===== config.mk =====
export PLATFORM = sky130hd
export DESIGN_NAME = elevator_ctrl
export DESIGN_NICKNAME = d
export VERILOG_FILES = /design/src/rtl/elevator_pkg.sv /design/src/rtl/req_pending.sv /design/src/rtl/elevator_ctrl.sv
export SDC_FILE = /design/constraint.sdc
export NUM_CORES = 1
export LEC_CHECK = 0
export ABC_AREA = 1
export CAP_MARGIN = 5
export CORE_AREA = 10 10 54 56
export DETAILED_ROUTE_END_ITERATION = 7
export DIE_AREA = 0 0 64 66
export GPL_TIMING_DRIVEN = 0
export PLACE_DENSITY = 0.74
export RECOVER_POWER = 100
export SETUP_SLACK_MARGIN = 0.4
export SLEW_MARGIN = 20
export SYNTH_ARGS = -nofsm -noshare
export SYNTH_HDL_FRONTEND = slang
export SYNTH_SLANG_ARGS = --single-unit

===== constraint.sdc =====
create_clock -name clk -period 2.95 [get_ports clk]
set_input_delay 0.4425 -clock clk [delete_from_list [all_inputs] [get_ports clk]]
set_output_delay 0.4425 -clock clk [all_outputs]
set_load 0.01 [all_outputs]

===== src/rtl/elevator_pkg.sv =====
// elevator_pkg: state encoding, default sizing and direction constants for the elevator controller
package elevator_pkg;
  typedef enum logic [1:0] {IDLE = 2'd0, MOVE_UP = 2'd1, MOVE_DOWN = 2'd2, DOOR = 2'd3} state_t;
  localparam int FLOORS_DEF = 4;
  localparam int FW_DEF = 2;
  localparam logic DIR_UP = 1'b1;
  localparam logic DIR_DOWN = 1'b0;
endpackage


===== src/rtl/req_pending.sv =====
// req_pending: latched call register with above/below/here reduction at the evaluation floor
module req_pending #(
  parameter int FLOORS = 4,
  parameter int FW = 2
) (
  input  logic              clk,
  input  logic              reset,
  input  logic [FLOORS-1:0] req,
  input  logic [FLOORS-1:0] clr,
  input  logic [FW-1:0]     fsel,
  output logic [FLOORS-1:0] pending,
  output logic              above,
  output logic              below,
  output logic              here
);
  always_ff @(posedge clk) begin
    if (reset) pending <= '0;
    else pending <= (pending | req) & ~clr;
  end
  always_comb begin
    above = 1'b0;
    below = 1'b0;
    for (int i = 0; i < FLOORS; i++) begin
      above |= pending[i] && (i > int'(fsel));
      below |= pending[i] && (i < int'(fsel));
    end
    here = pending[fsel];
  end
endmodule


===== src/rtl/elevator_ctrl.sv =====
// elevator_ctrl: SCAN car-motion controller driving the travel/dwell timer restarts
module elevator_ctrl
  import elevator_pkg::*;
#(
  parameter int FLOORS = FLOORS_DEF,
  parameter int FW = FW_DEF
) (
  input  logic              clk,
  input  logic              reset,
  input  logic [FLOORS-1:0] req,
  input  logic              wait1,
  input  logic              wait2,
  output logic              wait1n,
  output logic              wait2n,
  output logic [FW-1:0]     floor,
  output logic              dir_up,
  output logic              moving,
  output logic              door_open,
  output logic [FLOORS-1:0] pending
);
  state_t state, nxt;
  logic arrive, at_end, w1, w2, ndir, above, below, here;
  logic [FW-1:0] fe;
  logic [FLOORS-1:0] clr;
  assign arrive = (state == MOVE_UP || state == MOVE_DOWN) && wait1 && !wait1n;
  assign at_end = (state == MOVE_UP && floor == FW'(FLOORS - 1)) || (state == MOVE_DOWN && floor == '0);
  assign fe = (!arrive || at_end) ? floor : (state == MOVE_UP) ? floor + FW'(1) : floor - FW'(1);
  assign clr = (w2 || state == DOOR) ? FLOORS'(1) << fe : '0;
  req_pending #(.FLOORS(FLOORS), .FW(FW)) u_req (
    .clk(clk),
    .reset(reset),
    .req(req),
    .clr(clr),
    .fsel(fe),
    .pending(pending),
    .above(above),
    .below(below),
    .here(here)
  );
  always_comb begin
    nxt = state;
    ndir = dir_up;
    w1 = 1'b0;
    w2 = 1'b0;
    if (state == IDLE) begin
      if (here) begin
        nxt = DOOR;
        w2 = 1'b1;
      end else if (above && (dir_up || !below)) begin
        nxt = MOVE_UP;
        ndir = DIR_UP;
        w1 = 1'b1;
      end else if (below) begin
        nxt = MOVE_DOWN;
        ndir = DIR_DOWN;
        w1 = 1'b1;
      end
    end else if (arrive) begin
      if (at_end) nxt = IDLE;
      else if (here) begin
        nxt = DOOR;
        w2 = 1'b1;
      end else if (state == MOVE_UP ? above : below) w1 = 1'b1;
      else nxt = IDLE;
    end else if (state == DOOR && wait2 && !wait2n) nxt = IDLE;
  end
  always_ff @(posedge clk) begin
    if (reset) begin
      state <= IDLE;
      floor <= '0;
      dir_up <= DIR_UP;
      wait1n <= 1'b0;
      wait2n <= 1'b0;
      moving <= 1'b0;
      door_open <= 1'b0;
    end else begin
      state <= nxt;
      floor <= fe;
      dir_up <= ndir;
      wait1n <= w1;
      wait2n <= w2;
      moving <= nxt == MOVE_UP || nxt == MOVE_DOWN;
      door_open <= nxt == DOOR;
    end
  end
endmodule


==> summary.txt, run 1 <==
reg2reg end: moving$_SDFF_PP0_
# DRC: 0
routability cong.: 0.890
clk root buf: clkbuf_4
chip height: 66 um
Tcrit/Tclk final: 88.6%
Worst Setup End Kind: flip-flop
core area: 1900 sq um
CTS tree: built
first-pass GRT wire length: 3.67 mm
worst r2r src: state[1]$_SDFF_PP0_
clock buffer count from CTS: 3
Vias/cell: 5.07
Worst Setup Start Kind: flip-flop
layout cells sized above 1: 26.0%
Final Skew: 4.50 ps
Worst EP arrival: 2850 ps
HP Class: reg -> reg
Netlist cell types: 22
worst skew pair latency: 290 ps
CTS Buffer Depth: 2
number of flops mapped to enable cells by yosys: 0
die width: 64 um
row count: 16
hold buffer count at cts: 0
Mapped Cells: 129
Slew @ Worst Pin: 470 ps
max-cap violations: 0
ys flop type: dfxtp_1
starting DRC count in detailed routing: 30
Die ar.: 4220 sq um
H-tree depth reported by CTS: 1
Post-Syn Area: 876 sq um
Synth Register Bits: 13
r2r setup slk: 340 ps
syn avg cell area: 6.79 sq um
Peak VDD IR: 0.629 mV
Synth area leader: dfxtp_1
antenna violations before repair: 0
crit path launch: state[1]$_SDFF_PP0_
Lkg Pwr: 0.593 nW
Layout area overhead: 37.9%
hold path endpoint: dir_up$_SDFFE_PP1P_
largest net degree at the start of global routing: 10
vias in the first global route: 892
fillers: 179
HPWL after DPL: 1.76 mm
fmax: 0.383 GHz
ANT cells: 0
remaining antenna violation count: 0
total chip power: 1.47 mW
WHS Path Cells: 2
PwrDens: 1220 nW/um^2
# IOs: 19
relative slew slack: 68.6%
Total Wirelength: 2.43 mm
gr usage total: 10.9%
Port Buffers: 17
Async S/R FF share, synth: 0%
Seq/Total Area, Yosys: 29.7%
RSZ-0062 raised after global routing: no
top cell type's share of synthesized area: 29.7%
final setup vio count: 0
status: complete, no violations
Overflow after GRT: 0
setup TNS: 0 ps
clock sinks: 13
Mapped Nets: 142
crit path max fanout: 6
Final Hold Vio Count: 0
hold path startpoint: dir_up$_SDFFE_PP1P_
Worst Path Required: 3180 ps
Crit Path Class: reg -> reg
Pre-antenna DRT Iters: 4
NumNets Final: 168
r2r worst-path depth: 16
initial core utilization: 46.1%
Synth Warn #: 0
DR WL/cell: 13.4 um
Vias: 918
Final Max Tran Viols: 0
top cells by area, synth: dfxtp_1 30%, nand2_1 16%, ha_1 7.1%, nand3_1 5.7%, inv_1 5.1%
Reg clk slew, reported paths: 90 ps
post-route minimum period: 2610 ps
cell usage after synthesis (2+ instances only):
cell,number
nand2_2,6
o21ai_0,5
nand2_4,3
inv_1,12
a31oi_1,3
a21oi_2,2
nor2_2,4
nand2_1,37
nand3_1,10
inv_2,5
nor2_1,9
nand3_2,4
a21oi_1,4
ha_1,5
dfxtp_1,13
cell usage in the layout, fill, tap and decap left out, types with 2 or more instances in the layout:
cell type and instances:
dlygate4sd3_1 11, nand2_2 7, a31oi_1 3, nand3_2 2, clkbuf_1 2, inv_2 6, nand2_4 6, nand3_1 11
clkdlybuf4s50_1 6, dfxtp_1 11, nor2_4 2, buf_4 4, o21ai_0 5, nor2_1 11, ha_1 2, ha_4 3
inv_1 10, nand2_1 33, a21oi_1 5, clkbuf_4 3
sequential cells by signal, indices dropped and copies added (netlist names):
register and cells:
dir_up 1, door_open 1, floor 2, moving 1, state 2, u_req.pending 4, wait1n 1, wait2n 1
cell families after synthesis:
| group | count (synthesis) | synth area share, % |
|---|---|---|
| compound gates | 16 | 10.9 |
| buf+inv | 19 | 8.43 |
| flops | 13 | 29.7 |
| simple gates | 76 | 43.9 |
| fa+ha+maj | 5 | 7.14 |
power breakdown:
| group | internal [mW] | switching, mW |
|---|---|---|
| registers | 0.240 | 0.0496 |
| clock network | 0.0526 | 0.0653 |
| logic | 0.411 | 0.650 |
routing by layer:
metal  wire [um]  vias up  track usage (%)
li1            -      465                -
met1         910      423             10.1
met2        1300       23             18.8
met3         160        7             5.08
met4          53        0             7.65
met5           0        -                0
how the worst max path moves through the flow:
stage | slack, ps | endpoint
final | 340 | moving$_SDFF_PP0_
after global routing | 200 | moving$_SDFF_PP0_
after CTS | 400 | moving$_SDFF_PP0_
after detailed placement | 250 | moving$_SDFF_PP0_
after global placement | 280 | moving$_SDFF_PP0_
after floorplan | 670 | moving$_SDFF_PP0_
repair_timing:
| item | 4_1_cts | 5_1_grt |
|---|---|---|
| pin swaps | 9 | 8 |
| gates resized for setup | 10 | 15 |
| setup endpoints to repair | 1 | 2 |
| setup buffers | 4 | 0 |
stage by stage:
step	hold slack [ps]	util [%]	area, sq um	setup slack (ps)	instances
finish	513	63.5	1210	337	181
global route	544	63.5	1210	196	181
CTS	517	61.2	1160	402	181
detailed placement	494	56.8	1080	245	173
global placement	500	56.8	1080	280	173
floorplan	519	-	876	670	129
area by class of cell:
cell class | count | area (sq um) | share of cell area, %
Multi-Input combinational cell | 97 | 603 | 49.9
Sequential cell | 13 | 265 | 22.0
Timing Repair Buffer | 21 | 200 | 16.6
Inverter | 18 | 75.1 | 6.22
Tap cell | 27 | 33.8 | 2.80
Clock buffer | 4 | 26.3 | 2.18
Buffer | 1 | 3.75 | 0.311
worst max-delay path, cell delays in order (launching register included):
cell	delay (ps)
dfxtp_2	360
inv_4	60
ha_4	280
nand2_4	60
nor2_4	130
nand4_1	150
nand2_1	310
inv_6	70
o21ai_0	150
nand2_1	100
nand3_1	180
inv_1	60
nor2_1	160
nand2_1	120
ha_4	270
inv_1	30
nor2_1	60
(Power assumes the default switching activity.)
==> run 2: changes to the inputs <==
ABC_AREA = unset   (was 1)
CORE_AREA = 10 10 57 59   (was 10 10 54 56)
DIE_AREA = 0 0 67 69   (was 0 0 64 66)
PLACE_DENSITY = 0.8   (was 0.74)
==> summary.txt, run 2 <==
antenna violations before repair: 0 (unchanged)
commonest cells in the netlist: 16 x nor2_1, 13 x dfxtp_1, 6 x a21oi_1 (was 37 x nand2_1, 13 x dfxtp_1, 12 x inv_1)
top cell type's share of synthesized area: 24.8% (was 29.7%)
Seq/Total Area, Yosys: 24.8% (was 29.7%)
Reg clk slew, reported paths: 80 ps (was 90 ps)
Non-Filler Instances: 174 (was 181)
Overflow after GRT: 0 (unchanged)
Slew @ Worst Pin: 473 ps (was 470 ps)
Vias/cell: 6.03 (was 5.07)
Worst Path Required: 3100 ps (was 3180 ps)
initial core utilization: 48.8% (was 46.1%)
max FFs per register: 4 (unchanged)
most common cell after layout, fill and taps aside: nor2_1 (was nand2_1)
core area: 2150 sq um (was 1900 sq um)
routability cong.: 0.893 (was 0.890)
hold buffer count at cts: 0 (unchanged)
layout cells sized above 1: 34.9% (was 26.0%)
Largest regs: u_req.pending: 4 flops, floor: 2 flops, state: 2 flops (unchanged)
Crit Path Class: reg -> reg (unchanged)
fmax: 0.367 GHz (was 0.383 GHz)
Tcrit/Tclk final: 92.4% (was 88.6%)
pre-CTS WS: -77.8 ps (was 245 ps)
r2r setup slk: 220 ps (was 340 ps)
Reg with most FFs: u_req.pending (unchanged)
reg2reg end: moving$_SDFF_PP0_ (unchanged)
hold path startpoint: u_req.pending[2]$_SDFF_PP0_ (was dir_up$_SDFFE_PP1P_)
post-route minimum period: 2730 ps (was 2610 ps)
HP Class: reg -> reg (unchanged)
relative slew slack: 68.5% (was 68.6%)
most frequent cell after synthesis: nor2_1 (was nand2_1)
chip height: 69 um (was 66 um)
gr usage total: 13.5% (was 10.9%)
die width: 67 um (was 64 um)
Port Buffers: 18 (was 17)
Synth Register Bits: 13 (unchanged)
setup TNS: 0 ps (unchanged)
area of the multi-input gates: 841 sq um (was 603 sq um)
Worst Setup Start Kind: flip-flop (unchanged)
ys flop type: dfxtp_1 (unchanged)
Synth Warn #: 0 (unchanged)
crit path max fanout: 7 (was 6)
vias in the first global route: 1055 (was 892)
worst r2r src: state[0]$_SDFF_PP0_ (was state[1]$_SDFF_PP0_)
fillers: 166 (was 179)
CTS tree: built (unchanged)
Total Wirelength: 3.29 mm (was 2.43 mm)
Lkg Pwr: 0.566 nW (was 0.593 nW)
Layout area overhead: 42.6% (was 37.9%)
Peak VDD IR: 0.689 mV (was 0.629 mV)
CTS Buffer Depth: 2 (unchanged)
worst skew pair latency: 270 ps (was 290 ps)
Final Max Tran Viols: 0 (unchanged)
Final Skew: 1.68 ps (was 4.50 ps)
hold path endpoint: u_req.pending[2]$_SDFF_PP0_ (was dir_up$_SDFFE_PP1P_)
clk root buf: clkbuf_4 (unchanged)
H-tree depth reported by CTS: 1 (unchanged)
first-pass GRT wire length: 5.11 mm (was 3.67 mm)
# IOs: 19 (unchanged)
largest net degree at the start of global routing: 11 (was 10)
ANT cells: 0 (unchanged)
# DRC: 0 (unchanged)
Worst Setup End Kind: flip-flop (unchanged)
setup ws final: 224 ps (was 337 ps)
Final Hold Vio Count: 0 (unchanged)
WHS Path Cells: 2 (unchanged)
top cells by area, synth: dfxtp_1 25%, ha_1 6.0%, nor2_1 5.7%, mux2i_1 3.8%, a21oi_1 2.9% (was dfxtp_1 30%, nand2_1 16%, ha_1 7.1%, nand3_1 5.7%, inv_1 5.1%)
starting DRC count in detailed routing: 48 (was 30)
most frequent cells in the layout: 14 x nor2_1, 11 x dfxtp_1, 11 x dlygate4sd3_1 (was 33 x nand2_1, 11 x nand3_1, 11 x nor2_1, 11 x dfxtp_1, 11 x dlygate4sd3_1)
row count: 17 (was 16)
syn avg cell area: 9.20 sq um (was 6.79 sq um)
NumNets Final: 160 (was 168)
Inst Count DP: 160 (was 173)
Vias: 1050 (was 918)
crit path launch: state[0]$_SDFF_PP0_ (was state[1]$_SDFF_PP0_)
max-cap violations: 0 (unchanged)
RSZ-0062 raised after global routing: yes (was no)
Synth area leader: dfxtp_1 (unchanged)
Mapped Nets: 127 (was 142)
Pre-antenna DRT Iters: 4 (unchanged)
Post-Syn Area: 1050 sq um (was 876 sq um)
DR WL/cell: 18.9 um (was 13.4 um)
r2r worst-path depth: 11 (was 16)
final setup vio count: 0 (unchanged)
PwrDens: 1130 nW/um^2 (was 1220 nW/um^2)
status: complete, no violations (unchanged)
Worst EP arrival: 2880 ps (was 2850 ps)
Async S/R FF share, synth: 0% (unchanged)
HPWL after DPL: 1.98 mm (was 1.76 mm)
number of flops mapped to enable cells by yosys: 0 (unchanged)
sequential cell area: 265 sq um (unchanged)
clock sinks: 13 (unchanged)
clock buffer count from CTS: 3 (unchanged)
remaining antenna violation count: 0 (unchanged)
Die ar.: 4620 sq um (was 4220 sq um)
Netlist cell types: 54 (was 22)
Mapped Cells: 114 (was 129)
==> run 2: layout make-up <==
type,count,area share (%)
well taps,28,2.34
repair buffers,28,17.0
multi-input cells,89,56.2
inverters,5,1.42
clock buffers,4,1.76
flip-flops and latches,13,17.7
plain buffers,7,3.51
==> run 2: timing repair <==
action / 4_1_cts / 5_1_grt
pin swaps: 12 / 4
endpoints found under the hold margin: 0 / 0
gates resized for setup: 17 / 11
buffers inserted: 8 / 2
setup endpoints to repair: 6 / 7
==> run 2: stage by stage <==
step                hold slack, ps  utilization [%]  instance area (sq um)  total power, mW
floorplan                      547                -                   1060             1.06
global placement               551             59.2                   1270             1.28
detailed placement             561             59.2                   1270             1.31
CTS                            579             67.7                   1450             1.60
global route                   670             69.6                   1500             1.80
finish                         634             69.6                   1500             1.69
==> run 2: metal layers <==
metal  wire length (um)  vias to the layer above  track usage, %
met4                 75                        0            2.71
met2               1730                       42            24.3
met1               1290                      502            14.9
met5                  0                        -               0
met3                187                       10            3.70
li1                   -                      496               -
==> run 2: critical path, cell delays in order, from the launching register on <==
cell and delay, ps:
dfxtp_2 330, buf_4 150, ha_1 260, nand2b_4 180, a211oi_2 270, or2_0 230
buf_6 160, o2bb2ai_4 170, nor2_1 110, o311ai_4 300, ha_2 320, nor2b_1 120
==> run 2: worst max-delay path by stage <==
stage                                    to  slack (ps)
after floorplan           moving$_SDFF_PP0_         420
after global placement    moving$_SDFF_PP0_         -60
after detailed placement  moving$_SDFF_PP0_         -80
after CTS                 moving$_SDFF_PP0_         390
after global routing      moving$_SDFF_PP0_          90
final                     moving$_SDFF_PP0_         220
==> run 2: power breakdown <==
part           switching (mW)  internal [mW]  leakage (nW)
Sequential             0.0755          0.238         0.108
Clock                  0.0599         0.0524        0.0150
Combinational           0.672          0.588         0.443
Total                   0.807          0.878         0.566
==> run 2: logic make-up (layout without fill, tap and decap cells) <==
kind of cell               Yosys count  in the layout  share of synthesized area (%)
buffers and inverters               12             44                           6.08
and+or+nand+nor                     44             44                           26.4
AOI/OAI and AO/OA                   35             35                           32.1
DFF                                 13             13                           24.8
muxes                                4              4                           3.82
xor gates and xnor gates             1              1                          0.835
adders and majority gates            5              5                           5.97
